===== src/rtl/alu_ser_pkg.sv =====
`default_nettype none
// ============================================================================
//  Module   : alu_ser_pkg
//  Purpose  : Shared types and constants for the ALU result serializer:
//             FSM state encoding, payload widths and a frame-length helper.
//  Ports    : none (package)
//  Revision : 1.0 - initial release
// ============================================================================
package alu_ser_pkg;

    typedef enum logic [2:0] {
        ST_IDLE  = 3'd0,
        ST_START = 3'd1,
        ST_DATA  = 3'd2,
        ST_FLAGS = 3'd3,
        ST_STOP  = 3'd4
    } alu_ser_state_e;

    localparam int ALU_SER_DATA_BITS = 8;
    localparam int ALU_SER_FLAG_BITS = 4;

    // Frame length in clock cycles: START + payload + STOP bit periods.
    function automatic int alu_ser_frame_len(input int clks_per_bit, input bit flags_en);
        return clks_per_bit * (2 + ALU_SER_DATA_BITS + (flags_en ? ALU_SER_FLAG_BITS : 0));
    endfunction

endpackage
`default_nettype wire


===== src/rtl/alu_bit_timer.sv =====
`default_nettype none
// ============================================================================
//  Module   : alu_bit_timer
//  Purpose  : Per-bit cycle counter for the serializer. Counts
//             0..CLKS_PER_BIT-1 while enabled and holds at 0 otherwise.
//  Ports    : clk    - clock
//             reset  - asynchronous active-high reset
//             enable - count while high, clear to 0 while low
//             wrap   - high in the last cycle of a bit period
//             mid    - high in the cycle where cnt == CLKS_PER_BIT/2
//  Revision : 1.0 - initial release
// ============================================================================
module alu_bit_timer #(
    parameter int CLKS_PER_BIT = 4
) (
    input  logic clk,
    input  logic reset,
    input  logic enable,
    output logic wrap,
    output logic mid
);

    localparam logic [7:0] c_LAST = 8'(CLKS_PER_BIT - 1);
    localparam logic [7:0] c_MID  = 8'(CLKS_PER_BIT / 2);

    logic [7:0] r_cnt;

    always_ff @(posedge clk or posedge reset) begin
        if (reset) begin
            r_cnt <= 8'd0;
        end else if (!enable || (r_cnt == c_LAST)) begin
            r_cnt <= 8'd0;
        end else begin
            r_cnt <= r_cnt + 8'd1;
        end
    end

    // Both pulses decode registered count only, so they are glitch-free
    // relative to the enable (which is itself decoded from registered state).
    assign wrap = enable && (r_cnt == c_LAST);
    assign mid  = enable && (r_cnt == c_MID);

endmodule
`default_nettype wire


===== src/rtl/alu_result_serializer.sv =====
`default_nettype none
// ============================================================================
//  Module   : alu_result_serializer
//  Purpose  : Parallel-in/serial-out transmitter for the ALU result byte and,
//             optionally, the V/C/N/Z flags. Frame: START(0), payload MSB
//             first, STOP(1); mid-bit strobe on payload bits only.
//  Options  : ALU_SER_FLAGS_EN - when defined, 4 flag bits follow the data.
//  Ports    : clk        - clock
//             reset      - asynchronous active-high reset
//             in_valid   - send request
//             in_ready   - high in IDLE only
//             in_result  - 8-bit result to send
//             in_flags   - {V,C,N,Z}, used only with ALU_SER_FLAGS_EN
//             ser_data   - serial line, idles high
//             ser_strobe - one-cycle mid-bit pulse on payload bits
//             busy       - high while a frame is in flight
//             done       - one-cycle pulse in the last STOP cycle
//  Revision : 1.0 - initial release
// ============================================================================
module alu_result_serializer
    import alu_ser_pkg::*;
#(
    parameter int CLKS_PER_BIT = 4
) (
    input  logic       clk,
    input  logic       reset,
    input  logic       in_valid,
    output logic       in_ready,
    input  logic [7:0] in_result,
    input  logic [3:0] in_flags,
    output logic       ser_data,
    output logic       ser_strobe,
    output logic       busy,
    output logic       done
);

`ifdef ALU_SER_FLAGS_EN
    localparam int c_SHIFT_W = ALU_SER_DATA_BITS + ALU_SER_FLAG_BITS;
    logic [c_SHIFT_W-1:0] w_load_word;
    assign w_load_word = {in_result, in_flags};
`else
    localparam int c_SHIFT_W = ALU_SER_DATA_BITS;
    logic [c_SHIFT_W-1:0] w_load_word;
    logic                 w_unused_flags;
    assign w_load_word    = in_result;
    assign w_unused_flags = ^in_flags;
`endif

    localparam logic [2:0] c_DATA_LAST = 3'(ALU_SER_DATA_BITS - 1);
    localparam logic [2:0] c_FLAG_LAST = 3'(ALU_SER_FLAG_BITS - 1);

    alu_ser_state_e       r_state;
    alu_ser_state_e       w_next_state;
    logic [c_SHIFT_W-1:0] r_shift;
    logic [2:0]           r_bit_cnt;
    logic                 w_timer_en;
    logic                 w_wrap;
    logic                 w_mid;
    logic                 w_accept;
    logic                 w_payload;
    logic                 w_bit_last;

    assign w_timer_en = (r_state != ST_IDLE);
    assign w_accept   = in_valid && (r_state == ST_IDLE);
    assign w_payload  = (r_state == ST_DATA) || (r_state == ST_FLAGS);
    assign w_bit_last = (r_state == ST_DATA) ? (r_bit_cnt == c_DATA_LAST)
                                             : (r_bit_cnt == c_FLAG_LAST);

    alu_bit_timer #(
        .CLKS_PER_BIT (CLKS_PER_BIT)
    ) u_bit_timer (
        .clk    (clk),
        .reset  (reset),
        .enable (w_timer_en),
        .wrap   (w_wrap),
        .mid    (w_mid)
    );

    always_ff @(posedge clk or posedge reset) begin
        if (reset) begin
            r_state <= ST_IDLE;
        end else begin
            r_state <= w_next_state;
        end
    end

    // Shift register is loaded once at the handshake, so later input changes
    // cannot disturb the frame in flight. Data and flags share one register,
    // letting the MSB tap feed the line through both payload states.
    always_ff @(posedge clk or posedge reset) begin
        if (reset) begin
            r_shift   <= '0;
            r_bit_cnt <= 3'd0;
        end else if (w_accept) begin
            r_shift   <= w_load_word;
            r_bit_cnt <= 3'd0;
        end else if (w_payload && w_wrap) begin
            r_shift   <= {r_shift[c_SHIFT_W-2:0], 1'b0};
            r_bit_cnt <= w_bit_last ? 3'd0 : (r_bit_cnt + 3'd1);
        end
    end

    // Outputs decode registered state only; in_valid steers next state alone.
    always_comb begin
        w_next_state = r_state;
        in_ready     = 1'b0;
        ser_data     = 1'b1;
        ser_strobe   = 1'b0;
        busy         = 1'b1;
        done         = 1'b0;
        case (r_state)
            ST_IDLE: begin
                in_ready = 1'b1;
                busy     = 1'b0;
                if (in_valid) begin
                    w_next_state = ST_START;
                end
            end
            ST_START: begin
                ser_data = 1'b0;
                if (w_wrap) begin
                    w_next_state = ST_DATA;
                end
            end
            ST_DATA: begin
                ser_data   = r_shift[c_SHIFT_W-1];
                ser_strobe = w_mid;
                if (w_wrap && w_bit_last) begin
`ifdef ALU_SER_FLAGS_EN
                    w_next_state = ST_FLAGS;
`else
                    w_next_state = ST_STOP;
`endif
                end
            end
`ifdef ALU_SER_FLAGS_EN
            ST_FLAGS: begin
                ser_data   = r_shift[c_SHIFT_W-1];
                ser_strobe = w_mid;
                if (w_wrap && w_bit_last) begin
                    w_next_state = ST_STOP;
                end
            end
`endif
            ST_STOP: begin
                done = w_wrap;
                if (w_wrap) begin
                    w_next_state = ST_IDLE;
                end
            end
            default: begin
                w_next_state = ST_IDLE;
            end
        endcase
    end

endmodule
`default_nettype wire


===== config.mk =====
export PLATFORM = sky130hd
export DESIGN_NAME = alu_result_serializer
export DESIGN_NICKNAME = d
export VERILOG_FILES = /design/src/rtl/alu_ser_pkg.sv /design/src/rtl/alu_bit_timer.sv /design/src/rtl/alu_result_serializer.sv
export SDC_FILE = /design/constraint.sdc
export NUM_CORES = 1
export LEC_CHECK = 0
export CELL_PAD_IN_SITES_DETAIL_PLACEMENT = 1
export CELL_PAD_IN_SITES_GLOBAL_PLACEMENT = 1
export CORE_MARGIN = 2
export CORE_UTILIZATION = 43
export DETAILED_ROUTE_END_ITERATION = 10
export PLACE_DENSITY_LB_ADDON = 0.1
export SYNTH_ARGS = -nofsm -noshare
export SYNTH_HDL_FRONTEND = slang
export SYNTH_SLANG_ARGS = --single-unit

===== constraint.sdc =====
create_clock -name clk -period 5.43 [get_ports clk]
set_input_delay 0.543 -clock clk [delete_from_list [all_inputs] [get_ports clk]]
set_output_delay 0.543 -clock clk [all_outputs]
set_load 0.02 [all_outputs]

Word-level counts from Yosys, hierarchy flattened
Index checks and enable logic that the tools add are counted.
{"block": "totals", "ff_bits": 22, "latch_bits": 0, "mem_bits_rw": 0, "mem_bits_ro": 0, "input_bits": 15, "output_inout_bits": 5, "memories": 0}
{"block": "classes", "n_addsub": 2, "multipliers": 0, "div": 0, "order_cmp": 0, "n_eq_ne": 12, "shift": 0, "mux": 17, "bitwise_logic": 0, "n_reduce_logical": 12}
{"op": "8-bit two-way mux", "count": 3}
{"op": "3-bit two-way mux", "count": 7}
{"op": "8-bit by 2-bit equality test with 1-bit output (second input constant)", "count": 2}
{"op": "3-bit one-hot mux with 4 select lines", "count": 1}
{"op": "3-bit by 2-bit equality test with 1-bit output (second input constant)", "count": 3}
{"op": "8-bit by 1-bit adder with 8-bit output (second input constant)", "count": 1}
{"op": "3-bit equality test (second input constant)", "count": 2}
{"op": "2-bit != test (second input constant)", "count": 3}
{"op": "1-bit logical AND", "count": 5}
{"op": "1-bit two-way mux", "count": 5}
{"op": "4-bit AND reduction", "count": 1}
{"op": "3-bit by 1-bit adder with 3-bit output (second input constant)", "count": 1}
{"op": "3-bit by 1-bit equality test with 1-bit output (second input constant)", "count": 1}
{"op": "3-bit logical NOT", "count": 1}
{"op": "3-bit nonzero test", "count": 1}
{"op": "1-bit logical OR", "count": 2}
{"op": "2-bit by 1-bit != test with 1-bit output (second input constant)", "count": 1}
{"op": "1-bit one-hot mux with 2 select lines", "count": 1}
{"op": "2-bit nonzero test", "count": 1}
{"op": "1-bit logical NOT", "count": 1}

Depth between registers and ports, before layout
{"block": "logic_depth", "depth_word": 5, "ltp_mapped": 5, "depth_no_buf": 4}

Cells and area by module
A second synthesis with hierarchy kept.
{"block": "unflattened", "cells_unflattened": 109, "hier_area_um2": 1192.4}
{"module": "alu_result_serializer", "n_inst": 1, "cells_per_inst": 65, "area_per_inst_um2": 763.2}
{"module": "alu_bit_timer", "n_inst": 1, "cells_per_inst": 44, "area_per_inst_um2": 429.2}

Worst setup path before layout
No wires, ideal clock.
{"block": "synth_path", "kind": "flip-flop to output port", "start": "register u_bit_timer.r_cnt[2]", "end": "output ser_strobe", "arrival_time_ns": 1.681, "t_required_ns": 4.887, "slack_ns": 3.206, "path_stages_with_launch": 5, "path_buffers": 1, "cell_sequence": "dfrtp_1 > buf_6 > nor4_1 > nand4b_1 > nor3_1"}
{"block": "synth_between", "elab_chain_len": 3}
{"item": "from (decl)", "line": "alu_bit_timer.sv:26", "rtl": "logic [7:0] r_cnt;"}
{"item": "from (signal assigned)", "line": "alu_bit_timer.sv:34", "rtl": "r_cnt <= r_cnt + 8'd1;"}
{"item": "8-bit by 2-bit equality test with 1-bit output", "line": "alu_bit_timer.sv:41", "rtl": "assign mid = enable && (r_cnt == c_MID);"}
{"item": "1-bit logical AND", "line": "alu_bit_timer.sv:41"}
{"item": "1-bit two-way mux", "line": "alu_result_serializer.sv:111", "rtl": "case (r_state)"}
{"item": "to (decl)", "line": "alu_result_serializer.sv:32", "rtl": "output logic ser_strobe,"}
Every way passes these cells.

Worst setup path after layout
Same ends and word-level chain as after synthesis.

==> metrics.txt <==
Seq/Total Area, Yosys 0.470; # diodes 0; CP startpoint kind flip-flop; # port buffers 15; WL/cell 16.5 um; Peak Freq 325 MHz; worst vdd rail ir drop 0.303 mV; Final ANT Viol Nets 0; Layout area overhead 18.5%; setup bufs post-CTS 0; initial antenna violation count 0; Critical Path RT 4.89 ns; post-synthesis mux area share 0.0171; worst skew pair latency 0.31 ns; fin crit share 0.567; max-cap viol count 0; Post-Syn Area 1170 um2; crit-path cells nor4_1, nand4b_1, nor3_1, clkdlybuf4s50_1; first-pass GRT wire length 4.56 mm; Hold Crit Class reg -> reg; critical path peak fanout 7; Final Cell Area 1390 um2; Largest stage delay, worst path 0.80 ns; # resized after CTS 0; LEAKAGE 0.593 nW; H-tree depth 1; top post-synthesis cells by area dfrtp_1 (47%), a221o_1 (5.1%), nor2_1 (3.5%); leading area contributor after synthesis dfrtp_1; Final Setup Violations 0; status completed; Hold Buf Count CTS 0; Yosys warning total 0; TritonCTS Sinks 22; initial core utilization 0.464; Tmin final 3.08 ns; Die X 56.2 um; largest net degree at the start of global routing 23; IO Pins 20; CP endpoint kind output pin; layout cell share with drive strength beyond 1 0.0606; Synth top area share 0.470; via count of the first global-routing pass 954; number of standard cells after synthesis 118; routed vias/inst 5.97; Synth Area in Simple Gates 0.261; Slew Viols, Final 0; #FFs+latches synth 22; Placed Area 1340 um2; Core Footprint 2520 um2; Post-Synth Adder-Cell Area 0.0321; largest family of logic cells by synthesized area simple AND/OR/NAND/NOR gates; Worst path slowest cell nor4_1; DP HPWL 1.91 mm; DRT Pass-1 Iters 4; clk buf depth 2; Clk pin slew, worst setup/hold paths 0.13 ns; wirelength, routed 2.68 mm; grt ovf 0; Netlist cell types 40; Die Area 3160 um2; syn_area_per_cell 9.92 um2; Compound-Gate Fraction of Synth Area 0.151; PD cells 449 nW/um2; routed via count 967; Final Hold Viols 0; nets@finish 151; Die Span Y 56.2 um; syn nets 136; WS Path Type reg -> out; row count 18; post-route DRC violation count 0; Slew @ Worst Pin 0.895 ns; Root Driver clkbuf_4; Max-slew headroom 0.398; RSZ-0062 raised after global routing false; DR iter-0 viols 23; total CTS buffers 3; XOR/XNOR share of the synthesized area 0.0299; CTS tree yes; gpl congestion 0.738; setup TNS 0 ns; skew final 0.00738 ns; crit path DAT 2.54 ns; Tot GR Track Use 0.180
==> worst paths after layout <==
| path | from | to | slack, ns | depth (start not counted) |
|---|---|---|---|---|
| worst max register to register | u_bit_timer.r_cnt[2]$_DFF_PP0_ | r_shift[1]$_DFFE_PP0P_ | 3.20 | 3 |
| worst min register to register | r_shift[5]$_DFFE_PP0P_ | r_shift[6]$_DFFE_PP0P_ | 0.54 | 1 |
| min in group asynchronous | reset | u_bit_timer.r_cnt[3]$_DFF_PP0_ | 0.69 | 2 |
| worst max-delay path | u_bit_timer.r_cnt[2]$_DFF_PP0_ | ser_strobe | 2.35 | 4 |
| max in group asynchronous | reset | r_bit_cnt[2]$_DFFE_PP0P_ | 4.21 | 2 |
| worst min-delay path | r_shift[5]$_DFFE_PP0P_ | r_shift[6]$_DFFE_PP0P_ | 0.54 | 1 |
==> per-stage QoR <==
step | utilization | hold WS [ns] | setup WS, ns | power (mW) | cells
after floorplan | - | 0.478 | 3.21 | 0.419 | 118
after global placement | 0.529 | 0.489 | 2.77 | 0.486 | 158
after detailed placement | 0.529 | 0.505 | 2.74 | 0.500 | 158
after CTS | 0.550 | 0.538 | 2.32 | 0.630 | 162
after global routing | 0.550 | 0.566 | 2.15 | 0.673 | 162
final | 0.550 | 0.538 | 2.35 | 0.624 | 162
==> logic make-up (layout without fill, tap and decap cells) <==
group,Yosys count,in the layout
AOI/OAI and AO/OA,24,24
xor gates and xnor gates,4,4
adders and majority gates,3,3
buffers and inverters,10,24
DFF,22,22
muxes,2,2
and+or+nand+nor,53,53
==> power by group <==
group | internal (mW) | switching (mW)
logic | 0.107 | 0.128
registers | 0.211 | 0.0506
clock network | 0.0746 | 0.0526
total | 0.392 | 0.232
==> sequential cells by signal, indices dropped and copies added, names as in the netlist <==
signal,count
r_bit_cnt,3
u_bit_timer.r_cnt,8
r_state,3
r_shift,8
==> routing by layer <==
layer / part of all wire / track usage / routed length, um
met3: 0.026 / 0.0209 / 69
met4: 0.0045 / 0.0408 / 12
met5: 0 / 0 / 0
met2: 0.51 / 0.304 / 1360
met1: 0.46 / 0.248 / 1240
==> critical path, delay by kind of cell, from the launching register on <==
kind                   cells  cell delay, ns
buffers and inverters      1            0.62
flip-flops                 1            0.48
AND/OR/NAND/NOR            3            1.13
==> cell type report <==
cell class | instances | area, um2
repair buffers | 16 | 158
fillers | 303 | 1130
clock buffers | 3 | 22.5
clock inverters | 1 | 30.0
well taps | 30 | 37.5
flip-flops and latches | 22 | 551
multi-input cells | 86 | 574
inverters | 4 | 15.0
==> Yosys cell counts <==
library cell,n
a211o_1,1
a21oi_1,4
a221o_1,6
a31oi_1,2
and2_1,6
buf_1,1
buf_2,1
buf_6,1
clkbuf_1,3
dfrtp_1,22
ha_1,3
inv_1,4
mux2i_1,2
nand2_1,8
nand2b_1,2
nand3_1,4
nand3b_1,1
nand4_1,3
nand4b_1,1
nor2_1,11
nor2b_1,2
nor3_1,1
nor3_2,1
nor3b_1,2
nor4_1,1
nor4b_1,1
o21ai_0,3
o21ai_1,1
o21bai_1,1
o2bb2ai_1,1
o31ai_1,4
o32ai_1,1
or3_1,3
or3b_1,1
or3b_2,1
or4_1,2
or4b_1,1
or4b_2,1
xnor2_1,1
xor2_1,3
==> placed cells by master, fill, tap and decap left out, types with 3 or more instances in the layout <==
cell type | Yosys | final
ha_1 | 3 | 3
clkbuf_4 | 0 | 3
and2_1 | 6 | 6
xor2_1 | 3 | 3
or3_1 | 3 | 3
nor2_1 | 11 | 11
nand2_1 | 8 | 8
inv_1 | 4 | 4
o31ai_1 | 4 | 4
clkdlybuf4s50_1 | 0 | 15
a21oi_1 | 4 | 4
o21ai_0 | 3 | 3
a221o_1 | 6 | 6
nand3_1 | 4 | 4
nand4_1 | 3 | 3
dfrtp_1 | 22 | 22
(Power assumes the default switching activity.)
